$ cat src/rtl/forward_history.sv
`default_nettype none
// ============================================================================
// Module   : forward_history
// Purpose  : Three-slot history (cur/EX, bef/MEM, twobef/WB) of decoded
//            instruction fields for the forwarding-judgment stage. It inserts
//            bubbles on flush, holds on a global stall and, when enabled,
//            raises a load-use interlock request.
// Config   : `define FWD_HIST_LOADUSE_EN to enable load-use detection.
//            When it is undefined, lu_stall_req_o is tied low and the
//            compiler delay slot after loads is relied upon instead.
// Revision : 1.0 - initial release
// ============================================================================
module forward_history (
    input  logic       clk,
    input  logic       rst_n,
    input  logic       id_valid_i,
    input  logic [1:0] id_op1_i,
    input  logic [2:0] id_op2_i,
    input  logic [2:0] id_cond_i,
    input  logic [3:0] id_op3_i,
    input  logic       stall_i,
    input  logic       flush_i,
    output logic [1:0] cur_op1_o,
    output logic [2:0] cur_op2_o,
    output logic [2:0] cur_cond_o,
    output logic [3:0] cur_op3_o,
    output logic [1:0] bef_op1_o,
    output logic [2:0] bef_op2_o,
    output logic [2:0] bef_cond_o,
    output logic [3:0] bef_op3_o,
    output logic [1:0] twobef_op1_o,
    output logic [2:0] twobef_op2_o,
    output logic [2:0] twobef_cond_o,
    output logic [3:0] twobef_op3_o,
    output logic       cur_valid_o,
    output logic       bef_valid_o,
    output logic       twobef_valid_o,
    output logic       lu_stall_req_o
);

    typedef struct packed {
        logic       valid;
        logic [1:0] op1;
        logic [2:0] op2;
        logic [2:0] cond;
        logic [3:0] op3;
    } slot_t;

    // Bubble encoding chosen so it never matches any forwarding producer.
    localparam slot_t C_BUBBLE = '{valid: 1'b0, op1: 2'b10, op2: 3'b111,
                                   cond: 3'b000, op3: 4'b0000};

    slot_t cur_q, bef_q, twobef_q;
    slot_t cur_d, bef_d, twobef_d;
    logic  lu_req;

`ifdef FWD_HIST_LOADUSE_EN
    logic cur_is_load;
    logic id_reads_a;
    logic id_reads_b;

    // Decode which source operands the ID instruction consumes and whether EX holds a load.
    always_comb begin
        cur_is_load = cur_q.valid && (cur_q.op1 == 2'b10) && (cur_q.op2 == 3'b000);

        id_reads_a = 1'b0;
        if (id_op1_i == 2'b01) begin
            id_reads_a = 1'b1;
        end else if (id_op1_i == 2'b11) begin
            id_reads_a = (id_op3_i <= 4'd6) || (id_op3_i == 4'd13);
        end

        id_reads_b = 1'b0;
        case (id_op1_i)
            2'b00, 2'b01: id_reads_b = 1'b1;
            2'b11:        id_reads_b = (id_op3_i <= 4'd5) ||
                                       ((id_op3_i >= 4'd8) && (id_op3_i <= 4'd11));
            default:      id_reads_b = (id_op2_i == 3'b001) || (id_op2_i == 3'b010) ||
                                       (id_op2_i == 3'b110);
        endcase

        // A flush squashes the consumer, so no interlock is needed for it.
        lu_req = id_valid_i && !flush_i && cur_is_load &&
                 ((id_reads_a && (id_op2_i  == cur_q.cond)) ||
                  (id_reads_b && (id_cond_i == cur_q.cond)));
    end
`else
    // Loads are covered by a compiler-inserted delay slot; never interlock.
    always_comb begin
        lu_req = 1'b0;
    end
`endif

    // Next-state selection: shift on advance, hold everything on stall.
    always_comb begin
        cur_d    = cur_q;
        bef_d    = bef_q;
        twobef_d = twobef_q;
        if (!stall_i) begin
            twobef_d = bef_q;
            bef_d    = cur_q;
`ifdef FWD_HIST_LOADUSE_EN
            if (flush_i || lu_req || !id_valid_i) begin
`else
            if (flush_i || !id_valid_i) begin
`endif
                cur_d = C_BUBBLE;
            end else begin
                cur_d = '{valid: 1'b1, op1: id_op1_i, op2: id_op2_i,
                          cond: id_cond_i, op3: id_op3_i};
            end
        end
    end

    // Slot registers; asynchronous reset loads bubbles into every slot.
    always_ff @(posedge clk or negedge rst_n) begin
        if (!rst_n) begin
            cur_q    <= C_BUBBLE;
            bef_q    <= C_BUBBLE;
            twobef_q <= C_BUBBLE;
        end else begin
            cur_q    <= cur_d;
            bef_q    <= bef_d;
            twobef_q <= twobef_d;
        end
    end

    // Outputs come straight from registers, except the interlock request.
    always_comb begin
        cur_valid_o    = cur_q.valid;
        cur_op1_o      = cur_q.op1;
        cur_op2_o      = cur_q.op2;
        cur_cond_o     = cur_q.cond;
        cur_op3_o      = cur_q.op3;
        bef_valid_o    = bef_q.valid;
        bef_op1_o      = bef_q.op1;
        bef_op2_o      = bef_q.op2;
        bef_cond_o     = bef_q.cond;
        bef_op3_o      = bef_q.op3;
        twobef_valid_o = twobef_q.valid;
        twobef_op1_o   = twobef_q.op1;
        twobef_op2_o   = twobef_q.op2;
        twobef_cond_o  = twobef_q.cond;
        twobef_op3_o   = twobef_q.op3;
        lu_stall_req_o = lu_req;
    end

endmodule
`default_nettype wire
$ cat config.mk
export PLATFORM = sky130hd
export DESIGN_NAME = forward_history
export DESIGN_NICKNAME = d
export VERILOG_FILES = /design/src/rtl/forward_history.sv
export SDC_FILE = /design/constraint.sdc
export NUM_CORES = 1
export LEC_CHECK = 0
export CORE_AREA = 2 2 65 67
export CTS_CLUSTER_SIZE = 10
export DETAILED_ROUTE_END_ITERATION = 8
export DIE_AREA = 0 0 67 69
export GPL_TIMING_DRIVEN = 0
export PLACE_DENSITY = 0.79
export SLEW_MARGIN = 40
export SYNTH_ARGS = -nofsm -noshare
export SYNTH_HDL_FRONTEND = slang
export SYNTH_SLANG_ARGS = --single-unit
$ cat constraint.sdc
create_clock -name clk -period 0.98 [get_ports clk]
set_input_delay 0.196 -clock clk [delete_from_list [all_inputs] [get_ports clk]]
set_output_delay 0.196 -clock clk [all_outputs]
set_load 0.01 [all_outputs]
# After elaboration in Yosys (flattened, before gate mapping)
# Cells that the tools add are included.
# Widths: inputs -> output; s select.
[classes]
muxes = 1
n_reduce_logical = 2
[op_table]
columns = ["op", "count"]
rows = [
  ["$mux 13", 1],
  ["$logic_not 1->1", 1],
  ["$logic_or 1x1->1", 1],
]
[word_totals]
regBits = 39
inputBits = 17
output_inout_bits = 40
word_cells = 18

# Logic depth before layout (Yosys ltp)
[depth]
depth_word = 3
depth_mapped = 5

# Worst setup path after synthesis
# OpenSTA, ideal clock, no wires.
[synth_path]
path_type = "input port to flip-flop"
startpoint = "input port stall_i"
endpoint = "register bef_q, in the netlist bef_cond_o[2]"
arrival_ns = 0.739
required_ns = 0.855
setup_slack_ns = 0.116
path_stages = 3
path_cell_list = "buf_6 buf_12 mux2_4"
[synth_rtl]
columns = ["element", "line", "text"]
rows = [
  ["start, declared", "21", "input logic stall_i,"],
  ["end signal, assigned", "119", "bef_q <= C_BUBBLE;"],
  ["end signal, assigned", "123", "bef_q <= bef_d;"],
  ["end, declared", "53", "slot_t cur_q, bef_q, twobef_q;"],
]
# No word-level cell between the ends.

# Worst setup path after layout
[layout_path]
startpoint = "register twobef_q, in the netlist twobef_op2_o[1]"
endpoint = "output port twobef_op2_o[1]"
[layout_rtl]
columns = ["element", "line", "text"]
rows = [
  ["start, declared", "53", ""],
  ["start signal, assigned", "124", "twobef_q <= twobef_d;"],
  ["end, declared", "32", "output logic [2:0] twobef_op2_o,"],
]
# No word-level cell between the ends.

==> results.toml <==
[route]
drt-vias-per-instance = 4.47
ant_nets = 0
routedWlPerCell_microns = 14.4
dr.first_iter.drc_count = 36
wl_mm = 3.73
drc = 0
first_pass_iters = 4
vias = 1157

[sta]
rsz0062_at_grt = "yes"
timing.final.hold_violations = 0
final-max-slew-violation-count = 0
min_period_ps = 1130
setup_viol = 39
setup_ws_ps = -148
min_period_over_period = 1.15
fin_skew_ps = 1.36
max_freq_mhz = 886

[power]
power_density_mw_per_mm2 = 1440
p_leak_nw = 1.33
peakVddDrop_mv = 0.892
power_mw = 3.72

[yosys]
ys_ff_latch = 39
synth_top_area_share = 0.399
synth_cell_types = 15
ys_warn_count = 0
synth_area_sq_mm = 0.00169
avgSynthCellArea_sq_um = 15.5
syn_inst = 109
synth_nets = 126
yosysTopAreaCell = "dfrtp_1"
yosys-top-cells-area = "dfrtp_1 40%, mux2_4 23%, dfstp_2 19%, nand2b_1 3.7%, o21ai_1 2.7%"
synth_seq_area_share = 0.586

[setup_path]
path_max_fanout = 2
start_kind = "flop"
crit_slowest_cell = "dfstp_2"
r2r_end = "twobef_op1_o[0]"
path_class = "flop to output port"
cp.arrival_ps = 930
worstSetupEndpointType = "output port"
max_stage_delay_ps = 550
crit_buf_inv = 1
crit_family = "flip-flops"
required_ps = 780
reg2reg_depth = 3
rrSetupSlack_ps = 10
reg2reg_from = "twobef_op1_o[0]"
crit_chain = "buf_6"

[worst_hold_path]
holdPathStages = 3
hold_end = "cur_op1_o[1]"
hp-class = "input pin to flop"
worstHoldStart = "stall_i"

[place]
gp_congestion = 0.800
hpwl_mm = 2.50
io_buffers = 54
place_ws_ps = -314

[clocking]
cts_buffer_depth = 2
h-tree-depth = 2
cts-root-buf = "clkbuf_8"
clock-sinks = 39
cts_tree = "yes"
cts_buffers = 5
cts.clk_slew.worst_paths_ps = 70
clk_latency_ps = 280

[status]
violations = "negative setup slack"
status = "finished with violations"

[global_routing]
antenna_found_initial = 0
grt_pass1_vias = 1251
grt_pass1_wl_mm = 6.07
gr-total-overflow = 0
grt_max_degree = 23
grt_usage = 0.175

[floorplanning]
pin_count = 57
rows = 23
die_area_sq_mm = 0.00462
dieHeight_microns = 69
start_util = 0.432
die_width_microns = 67
core_area_sq_mm = 0.00391

[cells_and_area]
utilization = 0.660
num-fill-cells = 301
area_growth_pct = 52.7
drive_gt1_frac = 0.622
finalNetCount = 225
num_antenna_cells = 0

[run]
cap_violations = 0
-- kinds of logic (layout without fill, tap and decap cells) --
group | Yosys count | count (layout) | share of synthesized area
AO/OA/AOI/OAI | 13 | 13 | 0.0473
multiplexers | 26 | 26 | 0.231
flip-flops | 39 | 39 | 0.586
buffers and inverters | 8 | 108 | 0.0599
other | 1 | 1 | 0.00222
AND/OR/NAND/NOR | 22 | 22 | 0.0740
-- cell usage after synthesis, drive strengths merged --
cell and count:
dfstp 12, conb 1, nand2 9, nand2b 11, or2b 2, o21ai 9, buf 8, dfrtp 27
o31a 4, mux2 26
-- what timing repair did --
item / CTS / global route
hold buffers: 1 / 0
setup buffers: 32 / 4
endpoints found under the hold margin: 9 / 0
gates cloned: 0 / 0
gates resized for setup: 170 / 4
setup endpoints to repair: 40 / 58
-- flip-flops by register name, indices dropped and copies added (netlist names) --
| register | flops |
|---|---|
| bef_op2_o | 3 |
| twobef_valid_o | 1 |
| bef_op1_o | 2 |
| bef_op3_o | 4 |
| bef_valid_o | 1 |
| twobef_cond_o | 3 |
| bef_cond_o | 3 |
| cur_op1_o | 2 |
| cur_valid_o | 1 |
| twobef_op1_o | 2 |
| twobef_op2_o | 3 |
| twobef_op3_o | 4 |
| cur_op2_o | 3 |
| cur_op3_o | 4 |
| cur_cond_o | 3 |
-- layout by cell type, fill, tap and decap left out, types with 2 or more instances in the layout --
master           count
or2b_1               2
dfrtp_1             27
dfstp_2             12
buf_12               2
mux2_4              26
clkbuf_1             2
o21ai_1              9
nand2_1              9
buf_6               19
buf_2               25
o31a_1               4
nand2b_1            10
clkbuf_8             5
buf_4               36
clkdlybuf4s50_1     14
-- power breakdown --
| part | switching (mW) | internal (mW) |
|---|---|---|
| Combinational | 0.317 | 0.550 |
| Sequential | 0.0814 | 1.77 |
| Clock | 0.503 | 0.499 |
-- area by class of cell --
cell class | count | area (sq um) | share of cell area
flip-flops and latches | 39 | 991 | 0.384
repair buffers | 92 | 742 | 0.287
multi-input cells | 62 | 599 | 0.232
plain buffers | 8 | 108 | 0.0416
clock buffers | 7 | 76.3 | 0.0295
well taps | 50 | 62.6 | 0.0242
clock inverters | 1 | 5.00 | 0.00194
-- per-stage QoR --
stage / cells / hold WS [ps] / TNS (ps) / cell area (sq um)
after floorplan: 109 / -99.6 / 0 / 1690
after global placement: 213 / 483 / -46840 / 2290
after detailed placement: 214 / 201 / -9240 / 2320
after CTS: 255 / 187 / -2640 / 2540
after global routing: 259 / 191 / -3560 / 2580
final: 259 / 191 / -2240 / 2580
-- layer usage --
metal / global-route usage / up-vias / routed length [microns]
met2: 0.304 / 34 / 2020
met4: 0.0816 / 0 / 72
met1: 0.206 / 556 / 1510
met5: 0 / - / 0
li1: - / 561 / -
met3: 0.0277 / 6 / 134
-- how the worst max path moves through the flow --
stage	start	cells after the start	to	slack, ps
6_report	twobef_op2_o[1]	1	twobef_op2_o[1]	-150
5_1_grt	cur_op2_o[0]	1	cur_op2_o[0]	-180
4_1_cts	twobef_op2_o[1]	1	twobef_op2_o[1]	-160
3_5_place_dp	id_valid_i	4	cur_op2_o[1]	-310
3_3_place_gp	rst_n	1	twobef_cond_o[0]	-1090
2_1_floorplan	stall_i	3	bef_cond_o[2]	120
-- worst register-to-register path: cells and delay by family (launching register included) --
kind	cells	cell delay, ps
buffers and inverters	2	240
DFF	1	380
muxes	1	240
Power figures use the tool's default switching activity.
==> edit 1: new RTL, same flow settings <==
The option `FWD_HIST_LOADUSE_EN` is turned on by a define.
--- a/src/rtl/forward_history.sv
+++ b/src/rtl/forward_history.sv
@@ -10,6 +10,8 @@
 //            compiler delay slot after loads is relied upon instead.
 // Revision : 1.0 - initial release
 // ============================================================================
+`define FWD_HIST_LOADUSE_EN
+
 module forward_history (
     input  logic       clk,
     input  logic       rst_n,
Check against the original RTL: not equivalent (Yosys sat finds a counterexample within 4 cycles, from zero or initial values and one cycle with rst_n low).
==> edit 1 against the original RTL <==
  * The run still ends with negative setup slack left
  * Routed wire length is 48% higher
  * Global-route usage is 6.4 points higher
  * Power is 38% higher
  * Fmax is 42% lower
  * Hold slack better by 170 ps
  * Core utilization is 12 points higher
  * Cell area is 19% higher
  * Die area stayed put
  * Worst setup slack worse by 820 ps
  * Area after synthesis is 3.2% higher
  * Sequential cell count stayed put
  * Critical endpoint is now lu_stall_req_o
  * Largest cell class is now non-clock buffers
==> edit 1: results (changes against the original RTL) <==
Status
  – Outcome: finished with violations
  – Violated checks: negative setup slack

Placed design
  – PortBufs: 56 (+3.7%)
  – Dpl cell area: 2420 um2 (+4.6%)
  – RD Place Congestion: 0.874 (+9.3%)
  – Dpl cells: 242 (+13%)
  – Dpl hpwl: 3100 um (+24%)

Clocking
  – CTS clock-pin slew for the worst setup and hold paths: 90 ps (+20 ps)

Hold path
  – Class of the worst hold path: primary input to async pin

Synthesis
  – Synth Instances: 135 (+24%)
  – Top cells by count, synth: dfrtp_1 (27), mux2_2 (26), nand2_1 (13)
  – Count of cell types in the netlist: 25 (+10)
  – Post-Synthesis Net Count: 152 (+21%)
  – Synth top area cells: dfrtp_1 (39%), dfstp_2 (18%), mux2_2 (17%), a2bb2oi_1 (4.0%), xnor2_1 (3.0%)

Routing
  – Post-Route WL: 5520 um (+48%)
  – Via count: 1606 (+39%)

Global routing
  – Pin count of the biggest net entering global routing: 21 (-8.7%)
  – Vias in the first global route: 1669 (+33%)
  – Tot GR Track Use: 23.9% (+6.4 points)
  – First-pass GRT wire length: 8200 um (+35%)

Power and ir drop
  – Max VDD drop: 1.38 mV (+55%)

Final layout
  – Share of layout cells above drive strength 1: 65.7% (+3.5 points)
  – Nets: 264 (+17%)

STA
  – Worst setup margin: -972 ps (-823 ps)
  – Final setup violation count: 60 (+54%)
  – Min Tclk post-route: 1950 ps (+823 ps)

Critical path
  – Arrival @ worst endpoint: 1760 ps (+830 ps)
[edit 1: through the flow]
step	hold WS, ps	TNS [ps]	utilization [%]	worst slack, ps	power [mW]
2_1_floorplan	-99.6	-7910	-	-613	2.51
6_report	363	-15510	78.4	-972	5.13
3_5_place_dp	184	-33850	61.9	-1620	3.17
4_1_cts	398	-15200	73.0	-1010	4.97
5_1_grt	383	-17300	78.4	-1020	5.32
3_3_place_gp	486	-71180	61.3	-1580	3.12
[edit 1: cell families (layout without fill, tap and decap cells)]
kind of cell / after synthesis / after routing / synth area share (%)
XOR/XNOR: 6 / 6 / 3.01
AO/OA/AOI/OAI: 27 / 27 / 11.4
buffers and inverters: 8 / 121 / 2.15
multiplexers: 27 / 27 / 17.3
flip-flops: 39 / 39 / 56.8
AND/OR/NAND/NOR: 28 / 28 / 9.32
[edit 1: worst max-delay path, stage by stage (launching register included)]
cell	delay (ps)
dfstp_2	380
or4_4	550
nor3_4	150
buf_6	140
and2_4	130
buf_6	90
[edit 1: area by class of cell]
class,count,area [um2]
inverters,1,3.75
fillers,237,847
well taps,50,62.6
plain buffers,7,83.8
clock buffers,5,68.8
multi-input cells,88,811
clock inverters,3,67.6
flip-flops and latches,39,995
repair buffers,105,975
[edit 1: final timing paths]
| kind | from | end | slack [ps] | cells past startpoint |
|---|---|---|---|---|
| setup / recovery | cur_op2_o[1] | lu_stall_req_o | -970 | 5 |
| hold / removal | rst_n | bef_cond_o[1] | 360 | 2 |
| setup reg to reg | cur_op2_o[1] | cur_op3_o[2] | -880 | 7 |
| hold reg to reg | twobef_op3_o[2] | twobef_op3_o[2] | 500 | 1 |
| max in group asynchronous | rst_n | bef_op1_o[1] | 140 | 3 |
| min in group clk | id_op2_i[1] | cur_op2_o[1] | 440 | 3 |
[edit 1: power by group]
group / switching [mW] / total (mW) / internal [mW]
Sequential: 0.150 / 2.03 / 1.88
Clock: 0.594 / 1.61 / 1.02
Combinational: 0.593 / 1.49 / 0.895
Total: 1.34 / 5.13 / 3.79
[edit 1: per-layer routing]
layer / wire length [um] / track usage, %
met2: 2980 / 43.0
met4: 186 / 10.9
met3: 283 / 5.87
met1: 2070 / 25.5
met5: 0 / 0
[edit 1: repair_timing]
| action | in CTS | in global routing |
|---|---|---|
| pin swaps | 4 | 3 |
| setup buffers | 34 | 13 |
| hold buffers | 1 | 0 |
| gates resized for setup | 202 | 24 |
| endpoints found under the hold margin | 12 | 0 |
| setup endpoints to repair | 79 | 65 |
| cloned | 2 | 1 |
==> edit 2: new RTL, config.mk and constraints unchanged <==
Made on the original files. Reset style: synchronous (`rst_n`), changed in one clocked block. Comments in the files are not updated.
--- a/src/rtl/forward_history.sv
+++ b/src/rtl/forward_history.sv
@@ -113,7 +113,7 @@
     end
 
     // Slot registers; asynchronous reset loads bubbles into every slot.
-    always_ff @(posedge clk or negedge rst_n) begin
+    always_ff @(posedge clk) begin
         if (!rst_n) begin
             cur_q    <= C_BUBBLE;
             bef_q    <= C_BUBBLE;
Behaviour: differs if rst_n is asserted again (counterexample within 4 cycles, from zero or initial values and one cycle with rst_n low); with rst_n held inactive, the same outputs for 10 cycles.
==> edit 2 against the original RTL <==
  * Cell area fell by 8.6%
  * Sequential cell count did not move
  * Cell count rose by 5.0%
  * Critical path depth did not move
  * Area after synthesis fell by 6.8%
  * Worst setup slack improved by 160 ps
  * Routed wire length rose by 2.2%
  * Clock skew rose by 2.9 ps
Power is not compared: it rests on default switching activity, and its combinational part moved more than twofold at a synthesized area within 25%.
==> edit 2: results (changes against the original RTL) <==
Power and ir drop
  – Max VDD drop: 1.05 mV
  – Cell-internal power: 2.63 mW

Global routing
  – Met1 Track Usage GR: 22.3% (+1.7 points)
  – Vias in the first global route: 1264 (+1.0%)
  – Met3 Use GR: 3.59% (+0.82 points)
  – First-pass GRT wire length: 6300 um (+3.7%)
  – Tot GR Track Use: 17.7% (+0.22 points)
  – Global Route met2 Usage: 29.3% (-1.1 points)
  – Pin count of the biggest net entering global routing: 14 (-39%)

Critical path
  – Launch point of the worst path: cur_op1_o[0]
  – Capturing point of the worst reg2reg path: cur_op2_o[2]
  – Worst-path fanout max: 3 (+1)
  – CP max stage cell: dfxtp_4
  – Arrival @ worst endpoint: 770 ps (-160 ps)
  – CP endpoint: cur_op1_o[0]

Clocking
  – Gates resized, CTS repair: 202 (+19%)
  – Setup bufs post-CTS: 16 (-50%)

Synthesis
  – Post-Synthesis Net Count: 160 (+27%)
  – Top cells by count, synth: dfxtp_1 (39), mux2i_1 (26), nor2b_1 (22)
  – Sequential share of the synthesized area: 49.5% (-9.1 points)
  – Synth top area cells: dfxtp_1 (50%), mux2i_1 (17%), nor2b_1 (8.7%), nand4bb_1 (5.7%), nand2_1 (4.0%)
  – Ys async rst share: 0% (-100 points)
  – Avg Inst Size Synth: 11.0 um2 (-29%)

Final layout
  – Fill cells: 361 (+20%)
  – Fin cells: 272 (+5.0%)
  – Share of layout cells above drive strength 1: 51.8% (-10 points)
  – Nets: 238 (+5.8%)

Placed design
  – RD Place Congestion: 0.734 (-8.2%)
  – Dpl cells: 247 (+15%)
  – Setup slack at placement: -641 ps (-327 ps)
  – Dpl hpwl: 2470 um (-0.87%)
  – Dpl cell area: 2180 um2 (-5.9%)

Hold path
  – Hold Crit Depth: 2 (-1)
  – Hold path endpoint: cur_op2_o[2]

STA
  – Hold WS: 258 ps (+66.9 ps)
  – Fin crit share: 98.3% (-17 points)

Routing
  – Iter 0 DRT Violations: 32 (-11%)
  – DR vias/cell: 4.68 (+4.8%)
  – Avg WL per Cell: 14.0 um (-2.7%)

Status
  – Outcome: complete, no violations
## edit 2: cell count changes after synthesis, sizes merged, moves of 5 or more
cell	before	now
nor2b	0	22
nand2b	11	0
mux2	26	0
dfxtp	0	39
mux2i	0	26
o21ai	9	4
a21boi	0	9
dfstp	12	0
dfrtp	27	0
nand2	9	17
nand4bb	0	8
## edit 2: cell families after synthesis
logic type	Yosys count	share of synthesized area, %
flops	39	49.5
mux	26	16.5
compound gates	13	5.56
buf+inv	12	5.32
other cells	1	0.238
simple gates	52	22.9
## edit 2: routing by layer
metal	up-vias	routed length (um)	part of all wire (%)
li1	636	-	-
met1	601	1590	42
met2	30	2010	53
met3	6	150	3.9
met4	0	59	1.5
met5	-	0	0
## edit 2: layout make-up
type	count	area [um2]	share of cell area (%)
Buffer	12	97.6	4.13
Clock buffer	6	82.6	3.50
Timing Repair Buffer	71	528	22.4
Sequential cell	39	831	35.2
Tap cell	50	62.6	2.65
Clock inverter	2	38.8	1.64
Multi-Input combinational cell	92	721	30.5
